`config.mk`:
```
export PLATFORM = sky130hd
export DESIGN_NAME = ahb_fetch_master_flat
export DESIGN_NICKNAME = d
export VERILOG_FILES = /design/src/rtl/fetch_pkg.sv /design/src/rtl/ahb_fetch_master_if.sv /design/src/rtl/fetch_fifo.sv /design/src/rtl/ahb_fetch_master.sv /design/src/flat_wrapper.sv
export SDC_FILE = /design/constraint.sdc
export NUM_CORES = 1
export LEC_CHECK = 0
export BUFFER_PORTS_ARGS = -buffer_cell sky130_fd_sc_hd__buf_2
export CAP_MARGIN = 40
export CORE_ASPECT_RATIO = 1.25
export CORE_MARGIN = 2
export CORE_UTILIZATION = 50
export DETAILED_ROUTE_END_ITERATION = 10
export PLACE_DENSITY = 0.77
export SKIP_CTS_REPAIR_TIMING = 1
export SYNTH_ARGS = -nofsm -noshare
export SYNTH_HDL_FRONTEND = slang
export SYNTH_SLANG_ARGS = --single-unit
```
`constraint.sdc`:
```
create_clock -name HCLK -period 9.06 [get_ports HCLK]
set_clock_uncertainty 0.2 [all_clocks]
set_input_delay 1.812 -clock HCLK [delete_from_list [all_inputs] [get_ports HCLK]]
set_output_delay 1.812 -clock HCLK [all_outputs]
set_load 0.05 [all_outputs]
```
`src/rtl/fetch_pkg.sv`:
```
// fetch_pkg: shared AHB-Lite and fetch-buffer types for the
// instruction fetch master and the instruction memory slave.
package fetch_pkg;

   typedef enum logic [1:0] {
      HTRANS_IDLE   = 2'b00,
      HTRANS_BUSY   = 2'b01,
      HTRANS_NONSEQ = 2'b10,
      HTRANS_SEQ    = 2'b11
   } htrans_t;

   typedef enum logic [2:0] {
      S_IDLE,
      S_ADDR,
      S_DATA,
      S_PIPE,
      S_HALT
   } fetch_state_t;

   localparam logic [2:0]  HSIZE_WORD  = 3'b010;
   localparam logic [1:0]  HRESP_OKAY  = 2'b00;
   localparam logic [1:0]  HRESP_ERROR = 2'b01;
   localparam logic [31:0] NOP_INSTR   = 32'h0000_0013;

   typedef struct packed {
      logic [31:0] pc;
      logic [31:0] instr;
   } fetch_entry_t;

endpackage

```
`src/rtl/ahb_fetch_master_if.sv`:
```
// AHB-Lite bus bundle and fetch-to-decode valid/ready bundle
// used by ahb_fetch_master.
interface ahb_lite_if;
   import fetch_pkg::*;

   logic [31:0] HADDR;
   htrans_t     HTRANS;
   logic        HWRITE;
   logic [2:0]  HSIZE;
   logic [31:0] HWDATA;
   logic [31:0] HRDATA;
   logic        HREADY;
   logic [1:0]  HRESP;

   modport master (
      output HADDR, HTRANS, HWRITE, HSIZE, HWDATA,
      input  HRDATA, HREADY, HRESP
   );

   modport slave (
      input  HADDR, HTRANS, HWRITE, HSIZE, HWDATA,
      output HRDATA, HREADY, HRESP
   );
endinterface

interface fetch_dec_if;
   logic        instr_valid;
   logic [31:0] instr_data;
   logic [31:0] instr_pc;
   logic        instr_ready;

   modport master (
      output instr_valid, instr_data, instr_pc,
      input  instr_ready
   );

   modport slave (
      input  instr_valid, instr_data, instr_pc,
      output instr_ready
   );
endinterface

```
`src/rtl/fetch_fifo.sv`:
```
// fetch_fifo: synchronous {pc, instr} buffer with a registered head
// entry; flush has priority over push and pop.
module fetch_fifo
   import fetch_pkg::*;
#(
   parameter int DEPTH = 4,
   localparam int AW = $clog2(DEPTH),
   localparam int CW = AW + 1
) (
   input  logic          clk,
   input  logic          rst_n,
   input  logic          push,
   input  logic          pop,
   input  logic          flush,
   input  fetch_entry_t  din,
   output fetch_entry_t  dout,
   output logic [CW-1:0] count,
   output logic          full,
   output logic          empty
);

   fetch_entry_t   r_mem [DEPTH];
   fetch_entry_t   r_head;
   logic [AW-1:0]  r_rd;
   logic [AW-1:0]  r_wr;
   logic [CW-1:0]  r_cnt;

   logic           w_pop;
   logic           w_push;
   logic [AW-1:0]  w_rd_n;
   logic [CW-1:0]  w_cnt_pop;

   assign w_pop     = pop & (r_cnt != '0);
   assign w_push    = push & ((r_cnt != CW'(DEPTH)) | w_pop);
   assign w_rd_n    = r_rd + AW'(w_pop);
   assign w_cnt_pop = r_cnt - CW'(w_pop);

   always_ff @(posedge clk) begin
      if (w_push && !flush)
         r_mem[r_wr] <= din;
   end

   // Head tracks the next entry; a push into an emptied buffer bypasses.
   always_ff @(posedge clk or negedge rst_n) begin
      if (!rst_n) begin
         r_rd   <= '0;
         r_wr   <= '0;
         r_cnt  <= '0;
         r_head <= '0;
      end else if (flush) begin
         r_rd  <= '0;
         r_wr  <= '0;
         r_cnt <= '0;
      end else begin
         r_rd  <= w_rd_n;
         r_wr  <= r_wr + AW'(w_push);
         r_cnt <= w_cnt_pop + CW'(w_push);
         if (w_cnt_pop != '0)
            r_head <= r_mem[w_rd_n];
         else if (w_push)
            r_head <= din;
      end
   end

   assign dout  = r_head;
   assign count = r_cnt;
   assign full  = (r_cnt == CW'(DEPTH));
   assign empty = (r_cnt == '0);

endmodule

```
`src/rtl/ahb_fetch_master.sv`:
```
// ahb_fetch_master: pipelined AHB-Lite instruction fetch with buffer.
// Define FETCH_SEQ_BURST_EN to drive back-to-back pipelined fetches as SEQ.
module ahb_fetch_master
   import fetch_pkg::*;
#(
   parameter int          FIFO_DEPTH = 4,
   parameter logic [31:0] RESET_PC   = 32'h0000_0000
) (
   input  logic              HCLK,
   input  logic              HRESETn,
   ahb_lite_if.master        ahb,
   fetch_dec_if.master       dec,
   input  logic              redirect_valid,
   input  logic [31:0]       redirect_pc,
   output logic              fetch_err
);

   localparam int CW = $clog2(FIFO_DEPTH) + 1;

   fetch_state_t r_state;
   logic [31:0]  r_haddr;
   htrans_t      r_htrans;
   logic [31:0]  r_pc;
   logic [31:0]  r_dph_pc;
   logic         r_dph_drop;
   logic         r_rd_pend;
   logic [31:0]  r_rd_pc;
   logic         r_err;

   logic [CW-1:0] w_cnt;
   logic          w_full;
   logic          w_empty;
   fetch_entry_t  w_head;
   fetch_entry_t  w_din;
   logic [31:0]   w_rd_in;
   logic [31:0]   w_tgt;
   logic          w_redir;
   logic          w_step;
   logic          w_apply;
   logic          w_done;
   logic          w_acc;
   logic          w_err;
   logic          w_push;
   logic [CW:0]   w_need;
   logic          w_issue;
   logic          w_go;
   logic          w_fault;
   logic          w_next;
   logic          w_stop;
   htrans_t       w_cont;

   assign w_rd_in = redirect_pc & 32'hFFFF_FFFC;
   assign w_redir = redirect_valid | r_rd_pend;
   assign w_tgt   = redirect_valid ? w_rd_in : r_rd_pc;

   // Idle and halted states own no bus transfer, so they never wait.
   assign w_step  = ahb.HREADY | (r_state == S_IDLE) | (r_state == S_HALT);
   assign w_apply = w_redir & w_step;

   assign w_done = ahb.HREADY & ((r_state == S_DATA) | (r_state == S_PIPE));
   assign w_acc  = ahb.HREADY & ((r_state == S_ADDR) | (r_state == S_PIPE));

   assign w_err  = w_done & ~r_dph_drop & ~w_redir
                 & (ahb.HRESP == HRESP_ERROR);
   assign w_push = w_done & ~r_dph_drop & ~w_redir
                 & (ahb.HRESP != HRESP_ERROR);

   // Words buffered plus the data phase still owed after this edge.
   assign w_need  = (CW+1)'(w_cnt) + (CW+1)'(w_push) + (CW+1)'(w_acc);
   assign w_issue = (w_need <= (CW+1)'(FIFO_DEPTH - 1)) & ~w_full;

   assign w_go    = w_step & ~w_redir & (r_state != S_HALT);
   assign w_fault = w_go & w_err;
   assign w_next  = w_go & ~w_err & w_issue;
   assign w_stop  = w_go & ~w_err & ~w_issue;

`ifdef FETCH_SEQ_BURST_EN
   assign w_cont = w_acc ? HTRANS_SEQ : HTRANS_NONSEQ;
`else
   assign w_cont = HTRANS_NONSEQ;
`endif

   assign w_din.pc    = r_dph_pc;
   assign w_din.instr = ahb.HRDATA;

   always_ff @(posedge HCLK or negedge HRESETn) begin
      if (!HRESETn) begin
         r_state    <= S_IDLE;
         r_haddr    <= '0;
         r_htrans   <= HTRANS_IDLE;
         r_pc       <= RESET_PC;
         r_dph_pc   <= '0;
         r_dph_drop <= 1'b0;
         r_rd_pend  <= 1'b0;
         r_rd_pc    <= '0;
         r_err      <= 1'b0;
      end else begin
         r_err <= w_err;
         if (w_apply)
            r_rd_pend <= 1'b0;
         else if (redirect_valid)
            r_rd_pend <= 1'b1;
         if (redirect_valid)
            r_rd_pc <= w_rd_in;
         if (w_acc) begin
            r_dph_pc   <= r_haddr;
            r_dph_drop <= w_apply;
         end
         unique case (1'b1)
            w_apply: begin
               r_haddr  <= w_tgt;
               r_htrans <= HTRANS_NONSEQ;
               r_pc     <= w_tgt + 32'd4;
               r_state  <= w_acc ? S_PIPE : S_ADDR;
            end
            w_fault: begin
               r_htrans <= HTRANS_IDLE;
               r_state  <= S_HALT;
            end
            w_next: begin
               r_haddr  <= r_pc;
               r_htrans <= w_cont;
               r_pc     <= r_pc + 32'd4;
               r_state  <= w_acc ? S_PIPE : S_ADDR;
            end
            w_stop: begin
               r_htrans <= HTRANS_IDLE;
               r_state  <= w_acc ? S_DATA : S_IDLE;
            end
            default: ;
         endcase
      end
   end

   fetch_fifo #(
      .DEPTH (FIFO_DEPTH)
   ) u_fifo (
      .clk   (HCLK),
      .rst_n (HRESETn),
      .push  (w_push),
      .pop   (dec.instr_ready),
      .flush (redirect_valid),
      .din   (w_din),
      .dout  (w_head),
      .count (w_cnt),
      .full  (w_full),
      .empty (w_empty)
   );

   assign ahb.HADDR  = r_haddr;
   assign ahb.HTRANS = r_htrans;
   assign ahb.HWRITE = 1'b0;
   assign ahb.HSIZE  = HSIZE_WORD;
   assign ahb.HWDATA = '0;

   assign dec.instr_valid = ~w_empty;
   assign dec.instr_data  = w_head.instr;
   assign dec.instr_pc    = w_head.pc;

   assign fetch_err = r_err;

endmodule

```
`src/flat_wrapper.sv`:
```
// flat-port wrapper written by rule: the top's interface ports become plain ports
module ahb_fetch_master_flat import fetch_pkg::*;
#(
   parameter int          FIFO_DEPTH = 4,
   parameter logic [31:0] RESET_PC   = 32'h0000_0000
)
  (HCLK, HRESETn, redirect_valid, redirect_pc, fetch_err, ahb_HADDR, ahb_HTRANS, ahb_HWRITE, ahb_HSIZE, ahb_HWDATA, ahb_HRDATA, ahb_HREADY, ahb_HRESP, dec_instr_valid, dec_instr_data, dec_instr_pc, dec_instr_ready);
  ahb_lite_if ahb_i ();
  fetch_dec_if dec_i ();
  input  logic HCLK;
  input  logic HRESETn;
  input  logic redirect_valid;
  input  logic [31:0] redirect_pc;
  output logic fetch_err;
  output wire logic [$bits(ahb_i.HADDR)-1:0] ahb_HADDR;
  output wire logic [$bits(ahb_i.HTRANS)-1:0] ahb_HTRANS;
  output wire logic [$bits(ahb_i.HWRITE)-1:0] ahb_HWRITE;
  output wire logic [$bits(ahb_i.HSIZE)-1:0] ahb_HSIZE;
  output wire logic [$bits(ahb_i.HWDATA)-1:0] ahb_HWDATA;
  input wire logic [$bits(ahb_i.HRDATA)-1:0] ahb_HRDATA;
  input wire logic [$bits(ahb_i.HREADY)-1:0] ahb_HREADY;
  input wire logic [$bits(ahb_i.HRESP)-1:0] ahb_HRESP;
  output wire logic [$bits(dec_i.instr_valid)-1:0] dec_instr_valid;
  output wire logic [$bits(dec_i.instr_data)-1:0] dec_instr_data;
  output wire logic [$bits(dec_i.instr_pc)-1:0] dec_instr_pc;
  input wire logic [$bits(dec_i.instr_ready)-1:0] dec_instr_ready;
  assign ahb_HADDR = ahb_i.HADDR;
  assign ahb_HTRANS = ahb_i.HTRANS;
  assign ahb_HWRITE = ahb_i.HWRITE;
  assign ahb_HSIZE = ahb_i.HSIZE;
  assign ahb_HWDATA = ahb_i.HWDATA;
  assign ahb_i.HRDATA = ahb_HRDATA;
  assign ahb_i.HREADY = ahb_HREADY;
  assign ahb_i.HRESP = ahb_HRESP;
  assign dec_instr_valid = dec_i.instr_valid;
  assign dec_instr_data = dec_i.instr_data;
  assign dec_instr_pc = dec_i.instr_pc;
  assign dec_i.instr_ready = dec_instr_ready;
  ahb_fetch_master #(.FIFO_DEPTH(FIFO_DEPTH), .RESET_PC(RESET_PC)) u_core (.HCLK(HCLK), .HRESETn(HRESETn), .ahb(ahb_i), .dec(dec_i), .redirect_valid(redirect_valid), .redirect_pc(redirect_pc), .fetch_err(fetch_err));
endmodule
```
# --- Yosys cells after proc, flatten, opt, wreduce, memory -nomap -nowiden ---
# Memories as Yosys holds them, arrays and structs flattened.
# Index checks and enable logic that the tools add are counted.
word_totals:
  rom_bits: 0
  in_bits: 71
  elab_cells: 92
  latchBits: 0
  mem_count: 1
  out_inout_bits: 136
  ramBits: 256
  ff_bits: 207
memory_table:
  columns: ["memory", "depth", "word_bits", "read_ports", "rd_clocked_by_memory_dff", "write_ports", "line_no", "text"]
  rows:
  - ["u_core.u_fifo.r_mem", 4, 64, 1, 0, 1, "fetch_fifo.sv:22", "fetch_entry_t r_mem [DEPTH];"]
op_classes:
  bitwise: 29
  addsub: 8
  div_mod_pow: 0
  muxes: 16
  mul: 0
  shifts: 0
  reduce_logical: 14
  order_cmp: 1
  eq_ne: 9
op_table:
  columns: ["operator", "n"]
  rows:
  - ["2-to-1 mux 64 bit", 2]
  - ["case mux 32 bit (2 select lines)", 2]
  - ["adder 32 x 3 -> 32 bit, second input constant", 2]
  - ["2-to-1 mux 32 bit", 1]
  - ["AND 1 bit", 16]
  - ["case mux 3 bit (3 select lines)", 1]
  - ["nonzero test 3 bit", 3]
  - ["2-to-1 mux 2 bit", 4]
  - ["nonzero test 2 bit", 4]
  - ["inverter 1 bit", 7]
  - ["equality test 3 x 2 -> 1 bit, second input constant", 2]
  - ["equality test 3 bit, second input constant", 2]
  - ["logical NOT 3 bit", 2]
  - ["!= test 3 bit, second input constant", 2]
  - ["OR 1 bit", 6]
  - ["adder 2 x 1 -> 2 bit", 2]
  - ["adder 3 x 1 -> 4 bit", 1]
  - ["adder 4 x 1 -> 4 bit", 1]
  - ["<= comparator 4 x 2 -> 1 bit, second input constant", 1]
  - ["2-to-1 mux 1 bit", 4]
  - ["case mux 2 bit (2 select lines)", 1]
  - ["OR reduction 2 bit", 2]
  - ["adder 3 x 1 -> 3 bit", 1]
  - ["equality test 3 x 1 -> 1 bit, second input constant", 1]
  - ["7 further kinds", 7]

# --- Logic depth before layout (Yosys ltp) ---
depth:
  depth_word: 14
  mapped_depth: 18
  mapped_depth_nobuf: 16

# --- Modules after synthesis ---
# A second synthesis with hierarchy kept.
hier_totals:
  hier_cells: 1590
  hier_area_um2: 20250.7
by_module_without_submodules:
  columns: ["mod", "cells_per_inst", "n_inst", "area_per_inst_um2", "seq_area_each_um2"]
  rows:
  - ["fetch_fifo", 804, 1, 12817.3, 9464.1]
  - ["ahb_fetch_master", 786, 1, 7433.4, 3378.2]

# --- Least setup slack after synthesis ---
# No wires, ideal clock.
synth_path:
  path_kind: "input to register"
  from: "in redirect_valid"
  to: "mem u_core.u_fifo.r_mem[0][0] (netlist bit), enable pin"
  required_ns: 8.282
  stages: 5
  path_buffers: 1
  setup_time_ns: 0.578
  setup_slack_ns: 0.925
  t_arrival_ns: 7.357
  cell_sequence: "buf_6 -> nor2_2 -> nand3_1 -> nor3_2 -> nor3b_1"
synth_via:
  elab_chain_len: 8
  elab_cells_between_ends: 9
  classes_between: "mux (2); bitwise (5); reduce/logical (2)"
synth_rtl:
  columns: ["item", "line_no", "text"]
  rows:
  - ["start, declared", "flat_wrapper.sv:12", "input logic redirect_valid;"]
  - ["OR 1 bit", "ahb_fetch_master.sv:53", "assign w_redir = redirect_valid | r_rd_pend;"]
  - ["inverter 1 bit", "ahb_fetch_master.sv:65", "assign w_push = w_done & ~r_dph_drop & ~w_redir"]
  - ["AND 1 bit", "ahb_fetch_master.sv:65", null]
  - ["AND 1 bit", "ahb_fetch_master.sv:66", "& (ahb.HRESP != HRESP_ERROR);"]
  - ["AND 1 bit", "fetch_fifo.sv:34", "assign w_push = push & ((r_cnt != CW'(DEPTH)) | w_pop);"]
  - ["logical AND 1 bit *", "fetch_fifo.sv:39", "if (w_push && !flush)"]
  - ["2-to-1 mux 1 bit *", "fetch_fifo.sv:39", null]
  - ["2-to-1 mux 1 bit (not written as such) *", "fetch_fifo.sv:40", "r_mem[r_wr] <= din;"]
  - ["end, declared", "fetch_fifo.sv:22", null]
# Mark *: on every way between the ends. The rest lies on a longest branch, timed or not.

# --- Final worst setup path ---
layout_path:
  from: "in ahb_HREADY"
  to: "reg u_core.r_pc[28]"
layout_via:
  elab_cells_between_ends: 20
  classes_between: "add/sub (2); order compare (1); mux (1); bitwise (15); reduce/logical (1)"
layout_lines:
  columns: ["item", "line_no", "text"]
  rows:
  - ["start, declared", "flat_wrapper.sv:21", "input wire logic [$bits(ahb_i.HREADY)-1:0] ahb_HREADY;"]
  - ["AND 1 bit *", "ahb_fetch_master.sv:61", "assign w_acc = ahb.HREADY & ((r_state == S_ADDR) | (r_state == S_PIPE));"]
  - ["net u_core.w_acc", "ahb_fetch_master.sv:41", "logic w_acc;"]
  - ["adder 4 x 1 -> 4 bit *", "ahb_fetch_master.sv:69", "assign w_need = (CW+1)'(w_cnt) + (CW+1)'(w_push) + (CW+1)'(w_acc);"]
  - ["<= comparator 4 x 2 -> 1 bit *", "ahb_fetch_master.sv:70", "assign w_issue = (w_need <= (CW+1)'(FIFO_DEPTH - 1)) & ~w_full;"]
  - ["AND 1 bit *", "ahb_fetch_master.sv:70", null]
  - ["AND 1 bit *", "ahb_fetch_master.sv:74", "assign w_next = w_go & ~w_err & w_issue;"]
  - ["case mux 32 bit (2 select lines) / nonzero test 2 bit (equally long branches)", null, null]
  - ["end signal, assigned", "ahb_fetch_master.sv:113", "r_pc <= w_tgt + 32'd4;"]
  - ["end signal, assigned", "ahb_fetch_master.sv:123", "r_pc <= r_pc + 32'd4;"]
  - ["end, declared", "ahb_fetch_master.sv:23", "logic [31:0] r_pc;"]
# The timed path passes the listed nets; every way through them passes the cells marked *.
# A chain may end at the register's enable or synchronous reset.

==> impl_metrics.csv <==
group,metric,value,unit
die,rows,81,
global_routing,grt_pass1_vias,12470,
power,pwr_density_cell,363.7,nW/um2
global_routing,grt-ovfl-total,0,
final_layout,drive_gt1_frac,0.2578,
setup_path,critPathLaunch,"ahb_HREADY",
global_routing,grt_pass1_wl,68490,um
synth,synth-async-reset-ratio,0.4459,
routing,drc,0,
final_layout,antenna_cells,0,
synth,syn_area_per_cell,14.15,um2
sta,drv_slew,0,
sta,relSlewSlack,0.3829,
run_status,status,"finished, final reports clean",
worst_hold_path,min_path_cells,2,
setup_path,worst_setup_path_start_kind,"input port",
clocking,htree_levels,2,
placed_design,port_buffers,167,
sta,hold_viol,0,
sta,fin_crit,5.745,ns
synth,synthesis.area,19950,um2
setup_path,critPathMaxFanout,7,
worst_hold_path,hold_end,"u_core.u_fifo.dout[13]$_DFFE_PN0P_",
setup_path,r2r_slack,4.28,ns
die,core,39220,um2
setup_path,r2r-end,"u_core.r_pc[28]$_DFFE_PN0N_",
routing,drtAntennaViolNets,0,
clocking,cts_sinks,462,
die,start_util,0.5087,
global_routing,grt_max_degree,86,
clocking,cts_tree,"built",
synth,ys_ff_latch,462,
clocking,path_clk_slew,0.06,ns
synth,yosys_warnings,0,
die,io_pins,207,
worst_hold_path,hp-class,"reg2reg",
setup_path,crit_arrival,5.98,ns
synth,synth_edf_count,256,
clocking,clockRootBuffer,"clkbuf_16",
sta,fmax,174.1,MHz
power,ir_worst_vdd,0.0003394,V
worst_hold_path,min_from,"u_core.u_fifo.dout[13]$_DFFE_PN0P_",
synth,ys_seq_area_frac,0.6436,
synth,synthCells,1410,
flow_run,cap_viol_max_count,0,
final_layout,final_common_cell,"edfxtp_1",
setup_path,worstSetupEndpointType,"flop",
power,p_leak,9.035,nW
placed_design,gp_congestion,0.8543,
synth,ys_types,86,
die,die_area,41530,um2
global_routing,antenna_found_initial,0,
die,fp.dieH,227.3,um
global_routing,track_usage,0.2108,
routing,first_iter_violations,1008,
sta,tightest_slew,0.9223,ns
clocking,clockBufferDepth,3,
clocking,numCtsBuffers,45,
routing,wl,42970,um
die,dieWidth,182.7,um
routing,vias,12200,
routing,via_per_inst,5.799,
placed_design,postPlaceCellArea,21300,um2
final_layout,fin_area,22870,um2
placed_design,dp_hpwl,27640,um
sta,whs,0.2719,ns
sta,rsz0062_at_grt,"no",
setup_path,r2r_cells,15,
placed_design,place_worst_setup_slack,2.792,ns
sta,finalSetupTns,0,ns
final_layout,syn_to_final_growth,14.63,%
final_layout,nNetsFinal,1648,
setup_path,r2r-start,"u_core.r_state[2]$_DFFE_PN0P_",
final_layout,fin_util,0.5832,
final_layout,layout_common_cells,"edfxtp_1, dfrtp_1, buf_2",
setup_path,required,9.30,ns
routing,avgRoutedWirePerCell,20.42,um
synth,ys.flop_type,"edfxtp_1",
sta,min_period_over_period,0.6341,
sta,setup-violations-final,0,
sta,worst_slack,3.315,ns
clocking,clock_latency,0.55,ns
setup_path,crit_type,"in2reg",
routing,drt_first_pass_iters,5,
## cell usage after synthesis, drive strengths merged, types with 7 or more instances
master  count  area share
buf        77       0.025
edfxtp    256        0.39
and3        7      0.0022
mux4       64       0.072
nand2     137       0.026
a211oi      8      0.0033
mux2i      92       0.046
a21oi      41       0.010
xor2        7      0.0031
nand4      11      0.0038
o21ai     127       0.032
ha          8      0.0050
nand3      31      0.0080
nand2b      7      0.0022
nor3       16      0.0043
xnor2       7      0.0031
mux2       48       0.027
inv        30      0.0056
a21o        8      0.0030
clkbuf     39      0.0073
nor2b      13      0.0041
nor2       50      0.0099
dfrtp     206        0.26
o211ai     16      0.0063
## worst max-delay path, cell delays in order
cell and delay, ns:
buf_2 0.11, nor2b_1 0.25, nand2_1 0.12, inv_1 0.07
ha_1 0.21, and2_1 0.17, o2111ai_1 0.39, nand2_2 0.25
a21oi_1 0.25, ha_1 0.31, inv_1 0.11, a211oi_1 0.41
nand2_1 0.30, o31ai_2 0.54, mux2_2 0.40, nor4_1 0.28
## layout make-up
type / instances / area, um2
fillers: 2990 / 16350
flip-flops and latches: 462 / 12840
multi-input cells: 837 / 6558
clock buffers: 55 / 1236
repair buffers: 193 / 1166
well taps: 498 / 623.1
clock inverters: 29 / 334.1
inverters: 30 / 112.6
## worst max-delay path by stage
stage	to	slack [ns]
5_1_grt	u_core.r_pc[28]$_DFFE_PN0N_	2.98
4_1_cts	u_core.r_pc[28]$_DFFE_PN0N_	3.35
2_1_floorplan	u_core.u_fifo.r_mem[0][0]$_DFFE_PP_	0.93
6_report	u_core.r_pc[28]$_DFFE_PN0N_	3.32
3_3_place_gp	u_core.r_pc[28]$_DFFE_PN0N_	2.98
3_5_place_dp	u_core.r_pc[28]$_DFFE_PN0N_	2.79
## where the power goes
group          switching [mW]  leakage, nW  internal (mW)
sequential              0.353         4.82           2.67
clock                   0.790        0.771           1.17
combinational            2.08         3.45           1.24
total                    3.23         9.03           5.09
## layer usage
layer  routed length, um  track usage  vias to the layer above
met4                1246      0.06712                        0
li1                    -            -                     5576
met3                2430      0.03167                       80
met5                   0            0                        -
met1               17980       0.2816                     6145
met2               21320       0.3586                      400
## through the flow
stage | total power [mW] | std cells
2_1_floorplan | 5.602 | 1445
3_3_place_gp | 6.300 | 2011
3_5_place_dp | 6.434 | 2020
4_1_cts | 8.419 | 2104
5_1_grt | 8.796 | 2104
6_report | 8.318 | 2104
## cell families after synthesis
group	share of synthesized area
mux	0.1455
simple gates	0.07795
flops	0.6436
xor+xnor	0.006145
fa+ha+maj	0.005017
buf+inv	0.03762
other cells	0.0003764
compound gates	0.08378
## flip-flops by register name, summed over array words and instances (netlist names)
name and cells:
u_core.r_rd_pc 32, u_core.ahb.HADDR 32, u_core.r_pc 32, u_core.r_state 3, u_core.u_fifo.count 3, u_core.u_fifo.r_rd 2, u_core.u_fifo.r_mem 256, u_core.u_fifo.dout 64
u_core.r_dph_pc 32, u_core.r_rd_pend 1, u_core.u_fifo.r_wr 2, u_core.r_dph_drop 1, u_core.ahb.HTRANS 1, u_core.fetch_err 1
(Power assumes the default switching activity.)
